`src/rtl/weight_pkg.sv`:
```
// Shared widths, counts and loader state encoding for the weight-bank write path.
package weight_pkg;

    localparam int WGT_W     = 72;   // 3x3 int8 kernel word
    localparam int DMA_W     = 64;   // DMA stream beat
    localparam int GRP       = 8;    // channels per config group
    localparam int CFG_GRP_W = 10;
    localparam int BUF_W     = 136;  // worst-case fill is 135 bits
    localparam int FILL_W    = 8;

    typedef enum logic [2:0] {
        IDLE,
        LOAD,
        DRAIN,
        WAIT_WC,
        DONE
    } ldr_state_t;

endpackage

```
`src/rtl/gearbox_64to72.sv`:
```
// Regears 64-bit beats into 72-bit words through a 136-bit shift buffer.
module gearbox_64to72
    import weight_pkg::*;
(
    input  logic             clk,
    input  logic             rst,
    input  logic             flush,
    input  logic             in_valid,
    input  logic [DMA_W-1:0] in_data,
    input  logic             emit_en,
    output logic             emit,
    output logic             out_valid,
    output logic [WGT_W-1:0] out_data
);

    logic [BUF_W-1:0]  data_buf, buf_base, buf_next;
    logic [FILL_W-1:0] fill, fill_base, fill_next;

    always_comb begin
        // NOTE: every always_comb output gets a default first so no path can infer a latch.
        emit      = emit_en && (fill >= FILL_W'(WGT_W));
        buf_base  = emit ? (data_buf >> WGT_W) : data_buf;
        fill_base = emit ? (fill - FILL_W'(WGT_W)) : fill;
        buf_next  = buf_base;
        fill_next = fill_base;
        // Bits above fill are always zero, so OR-ing the new beat in place is safe.
        if (in_valid) begin
            buf_next  = buf_base | ({{(BUF_W-DMA_W){1'b0}}, in_data} << fill_base);
            fill_next = fill_base + FILL_W'(DMA_W);
        end
    end

    always_ff @(posedge clk) begin
        // NOTE: the buffer is a flop register, not a RAM, so it is reset alongside the fill count.
        if (rst) begin
            data_buf  <= '0;
            fill      <= '0;
            out_valid <= 1'b0;
            out_data  <= '0;
        end else if (flush) begin
            data_buf  <= '0;
            fill      <= '0;
            out_valid <= 1'b0;
        end else begin
            // NOTE: state uses non-blocking assignments so every flop samples pre-edge values.
            data_buf  <= buf_next;
            fill      <= fill_next;
            out_valid <= emit;
            if (emit) begin
                out_data <= data_buf[WGT_W-1:0];
            end
        end
    end

endmodule

```
`src/rtl/weight_stream_loader.sv`:
```
// Streams a 64-bit DMA weight image into the weight bank as 72-bit kernel words.
module weight_stream_loader
    import weight_pkg::*;
#(
    parameter int IN_W  = 64,
    parameter int OUT_W = 72,
    parameter int CNT_W = 27
) (
    input  logic                 clk,
    input  logic                 rst,
    input  logic                 start,
    input  logic [CFG_GRP_W-1:0] cfg_ci_groups,
    input  logic [CFG_GRP_W-1:0] cfg_co_groups,
    input  logic [IN_W-1:0]      s_tdata,
    input  logic                 s_tvalid,
    output logic                 s_tready,
    input  logic                 s_tlast,
    output logic                 write_mode,
    output logic                 data_valid,
    output logic [OUT_W-1:0]     data_in,
    input  logic                 write_complete,
    output logic                 busy,
    output logic                 done,
    output logic                 err_len
);

    ldr_state_t           state, state_next;
    logic [CFG_GRP_W-1:0] ci_q, co_q;
    logic [CNT_W-1:0]     in_cnt, out_cnt, grp_prod, n_in, n_out;
    logic                 accept, cfg_bad, in_hs, emit, emit_en, last_beat;

    assign grp_prod  = CNT_W'(ci_q) * CNT_W'(co_q);
    assign n_out     = grp_prod * CNT_W'(GRP * GRP);
    assign n_in      = grp_prod * CNT_W'(WGT_W);
    assign cfg_bad   = (cfg_ci_groups == '0) || (cfg_co_groups == '0);
    assign accept    = (state == IDLE) && start;
    assign in_hs     = s_tvalid && s_tready;
    assign last_beat = (in_cnt == n_in - CNT_W'(1));
    assign emit_en   = ((state == LOAD) || (state == DRAIN)) && (out_cnt < n_out);

    always_comb begin
        state_next = state;
        s_tready   = 1'b0;
        write_mode = 1'b0;
        busy       = (state != IDLE);
        done       = 1'b0;
        unique case (state)
            IDLE: begin
                if (start) state_next = cfg_bad ? DONE : LOAD;
            end
            LOAD: begin
                write_mode = 1'b1;
                s_tready   = (in_cnt < n_in);
                if (in_cnt == n_in) state_next = DRAIN;
            end
            DRAIN: begin
                write_mode = 1'b1;
                if (out_cnt == n_out) state_next = WAIT_WC;
            end
            WAIT_WC: begin
                write_mode = 1'b1;
                if (write_complete) state_next = DONE;
            end
            DONE: begin
                done       = 1'b1;
                state_next = IDLE;
            end
            default: state_next = IDLE;
        endcase
    end

    always_ff @(posedge clk) begin
        if (rst) begin
            state   <= IDLE;
            ci_q    <= '0;
            co_q    <= '0;
            in_cnt  <= '0;
            out_cnt <= '0;
            err_len <= 1'b0;
        end else begin
            state <= state_next;
            if (accept) begin
                ci_q    <= cfg_ci_groups;
                co_q    <= cfg_co_groups;
                in_cnt  <= '0;
                out_cnt <= '0;
                err_len <= cfg_bad;
            end else begin
                // Completion is counted; tlast only flags a length mismatch.
                if (in_hs) begin
                    in_cnt <= in_cnt + CNT_W'(1);
                    if (s_tlast != last_beat) err_len <= 1'b1;
                end
                if (emit) out_cnt <= out_cnt + CNT_W'(1);
            end
        end
    end

    gearbox_64to72 u_gearbox (
        .clk       (clk),
        .rst       (rst),
        .flush     (accept),
        .in_valid  (in_hs),
        .in_data   (s_tdata),
        .emit_en   (emit_en),
        .emit      (emit),
        .out_valid (data_valid),
        .out_data  (data_in)
    );

endmodule

```
`config.mk`:
```
export PLATFORM = sky130hd
export DESIGN_NAME = weight_stream_loader
export DESIGN_NICKNAME = d
export VERILOG_FILES = /design/src/rtl/weight_pkg.sv /design/src/rtl/gearbox_64to72.sv /design/src/rtl/weight_stream_loader.sv
export SDC_FILE = /design/constraint.sdc
export NUM_CORES = 1
export LEC_CHECK = 0
export CORE_ASPECT_RATIO = 1.2
export CORE_MARGIN = 2
export CORE_UTILIZATION = 65
export DETAILED_ROUTE_END_ITERATION = 12
export PLACE_DENSITY = 0.95
export SKIP_CTS_REPAIR_TIMING = 1
export SLEW_MARGIN = 20
export SYNTH_ARGS = -nofsm -noshare
export SYNTH_HDL_FRONTEND = slang
export SYNTH_SLANG_ARGS = --single-unit
```
`constraint.sdc`:
```
create_clock -name clk -period 18.6 [get_ports clk]
set_input_delay 3.72 -clock clk [delete_from_list [all_inputs] [get_ports clk]]
set_output_delay 3.72 -clock clk [all_outputs]
set_load 0.005 [all_outputs]
```
==> impl_metrics.yaml <==
run_status:
  status: "completed"
final_layout:
  regArea_um2: 5850
  fin_nets: 3073
  multi_input_area_um2: 15400
  fillers: 2608
  fin_cells: 3277
  drive_above_1_share_pct: 6.00
  final_common_cell: "nand2_1"
  area_growth_pct: 11.8
  final_cell_mix: "nand2_1, dfxtp_1, nor2_1, clkdlybuf4s50_1, mux2i_1"
logic_synthesis:
  synth_adder_area_share_pct: 12.7
  synth-simple-area-share_pct: 21.8
  synth_nets: 3048
  async_flop_share_pct: 0
  synth_edf_count: 0
  synth_xor_area_share_pct: 4.79
  synth-compound-area-share_pct: 19.1
  yosysWarnings: 0
  synth_top_family_by_area: "simple AND/OR/NAND/NOR gates"
  synth.area.top_cells: "dfxtp_1, mux2i_1, ha_1, nand2_1, fa_1"
  synth.distinct_cells: 101
  synth.largest_area_cell: "dfxtp_1"
  synth-main-ff-cell: "dfxtp_1"
  synth_top_area_share_pct: 26.1
  syn_area_per_cell_um2: 8.10
  synthCells: 2770
  synth_seq_cells: 292
  synth_area_um2: 22400
  yosys-mux-area-fraction_pct: 9.84
  synth.yosys.seq_area_share_pct: 26.1
die:
  die_area_um2: 36000
  die_width_um: 174
  die_h_um: 208
  start_util_pct: 65.9
  core-area_um2: 34100
  io_pins: 168
  rows: 74
worst_hold_path:
  min_path_cells: 2
  min-delay-start: "u_gearbox.data_buf[11]"
  hp-class: "register to register"
  hold_end: "u_gearbox.out_data[11]"
critical_path:
  r2r_cells: 37
  critPathMostFrequentCell: "fa_1"
  r2r_end: "u_gearbox.data_buf[3]"
  r2r-start: "ci_q[0]"
  cp_num_buf_inv: 5
  cp_max_fo: 12
  max_stage_delay_ns: 0.55
  critical_path.top_delay_family: "adder cells"
  start_kind: "register"
  endpoint_kind: "output pin"
  rrSetupSlack_ns: 6.84
  crit_arrival_ns: 10.95
  cpMaxStageDelayCell: "dfxtp_1"
  path_class: "register to output pin"
  worst_ep_required_time_ns: 14.88
run:
  maxCapViolCount: 0
grt:
  track_usage_pct: 43.1
  antenna_found_initial: 4
  overflow: 0
  grt_pass1_wl_um: 122000
  first_global_vias: 21829
  grt_max_degree: 92
cts:
  path_clk_slew_ns: 0.06
  clock_sinks: 292
  clock-root-buffer: "clkbuf_16"
  cts_buffer_depth: 3
  h-tree-depth: 1
  clk_latency_ns: 0.61
  cts_tree: "built"
  cts_made_buffers: 30
detailed_routing:
  drc: 0
  routed_wl_um: 79900
  routed_via_density: 6.87
  ant_nets: 0
  drt-initial-drc-count: 2520
  dr_total_vias: 22525
  firstDrtPassIters: 6
  wire_per_inst_um: 24.4
sta:
  period_share_pct: 78.9
  hold_violations: 0
  slew_headroom_pct: 16.2
  rsz0062_at_grt: "false"
  worst_pin_slew_ns: 1.22
  whs_ns: 0.457
  maxSlewViolCount: 0
  max_freq_ghz: 0.0682
  clock_skew_ns: 0.0185
  finalSetupViolations: 0
  setup_tns_ns: 0
  min_period_ns: 14.67
placement:
  dp_cells: 3219
  globalplace.congestion: 1.05
  io_buffers: 167
  dpl.hpwl_um: 56700
power:
  peakVddDrop_uv: 80.6
  power_density_nw_per_um2: 87.3
  static-leakage-power_nw: 9.63
## synth_stat cells (all sizes together), types with 24 or more instances
master / count
dfxtp: 292
clkbuf: 130
a22oi: 31
nor2: 238
nand3: 67
nor4: 30
nor3: 109
and2: 79
o22ai: 73
a221o: 29
a21oi: 152
ha: 125
xor2: 42
a21o: 44
buf: 70
mux2i: 161
inv: 114
fa: 63
xnor2: 73
nand2: 384
o21ai: 95
or3: 24
## stage by stage
step / util [%] / worst slack [ns] / instance area (um2) / total power, mW
after CTS: 73.6 / 4.08 / 25100 / 2.16
after global placement: 70.7 / 5.02 / 24100 / 1.51
after floorplan: - / 6.10 / 22400 / 1.31
final: 73.6 / 3.93 / 25100 / 2.19
after detailed placement: 70.7 / 4.79 / 24100 / 1.54
after global routing: 73.6 / 3.39 / 25100 / 2.28
## flip-flops by register name, summed over array words and instances, names as in the netlist
signal,cells
u_gearbox.data_buf,136
u_gearbox.out_data,72
in_cnt,27
out_cnt,27
ci_q,10
co_q,10
u_gearbox.fill,5
state,3
err_len,1
u_gearbox.out_valid,1
## layout make-up
cell class | instances | share of cell area, %
antenna | 4 | 0.0399
multi-input combinational | 2163 | 61.3
tap | 456 | 2.27
timing repair buffer | 193 | 7.43
inverter | 115 | 1.72
clock inverter | 16 | 0.823
clock buffer | 38 | 3.15
sequential | 292 | 23.3
## report_power, final
part | total, mW | switching (mW) | internal, mW
combinational | 0.867 | 0.544 | 0.323
clock | 0.624 | 0.277 | 0.347
sequential | 0.699 | 0.0430 | 0.656
## how the worst max path moves through the flow
stage                          end  startpoint  cells after the start  slack, ns
after floorplan           s_tready     ci_q[0]                     36       6.10
after global placement    s_tready     ci_q[5]                     38       5.02
after detailed placement  s_tready     ci_q[0]                     34       4.79
after CTS                 s_tready     ci_q[0]                     34       4.08
after global routing      s_tready     ci_q[0]                     35       3.39
final                     s_tready     ci_q[0]                     34       3.93
## routing by layer
metal / share of wire, % / global-route usage (%) / vias up
li1: - / - / 9933
met1: 34 / 46.9 / 10669
met2: 45 / 69.3 / 1445
met3: 11 / 11.3 / 474
met4: 11 / 38.5 / 4
met5: 0.025 / 0 / -
## worst min-delay path, stage by stage, from the launching register on
cell     delay (ns)
dfxtp_1        0.30
nand2_1        0.05
a21oi_1        0.05
## cells by family after synthesis
family / Yosys count
simple gates: 1044
compound gates: 614
buf+inv: 315
flops: 292
mux: 198
fa+ha+maj: 190
xor+xnor: 117
Power figures use the tool's default switching activity.
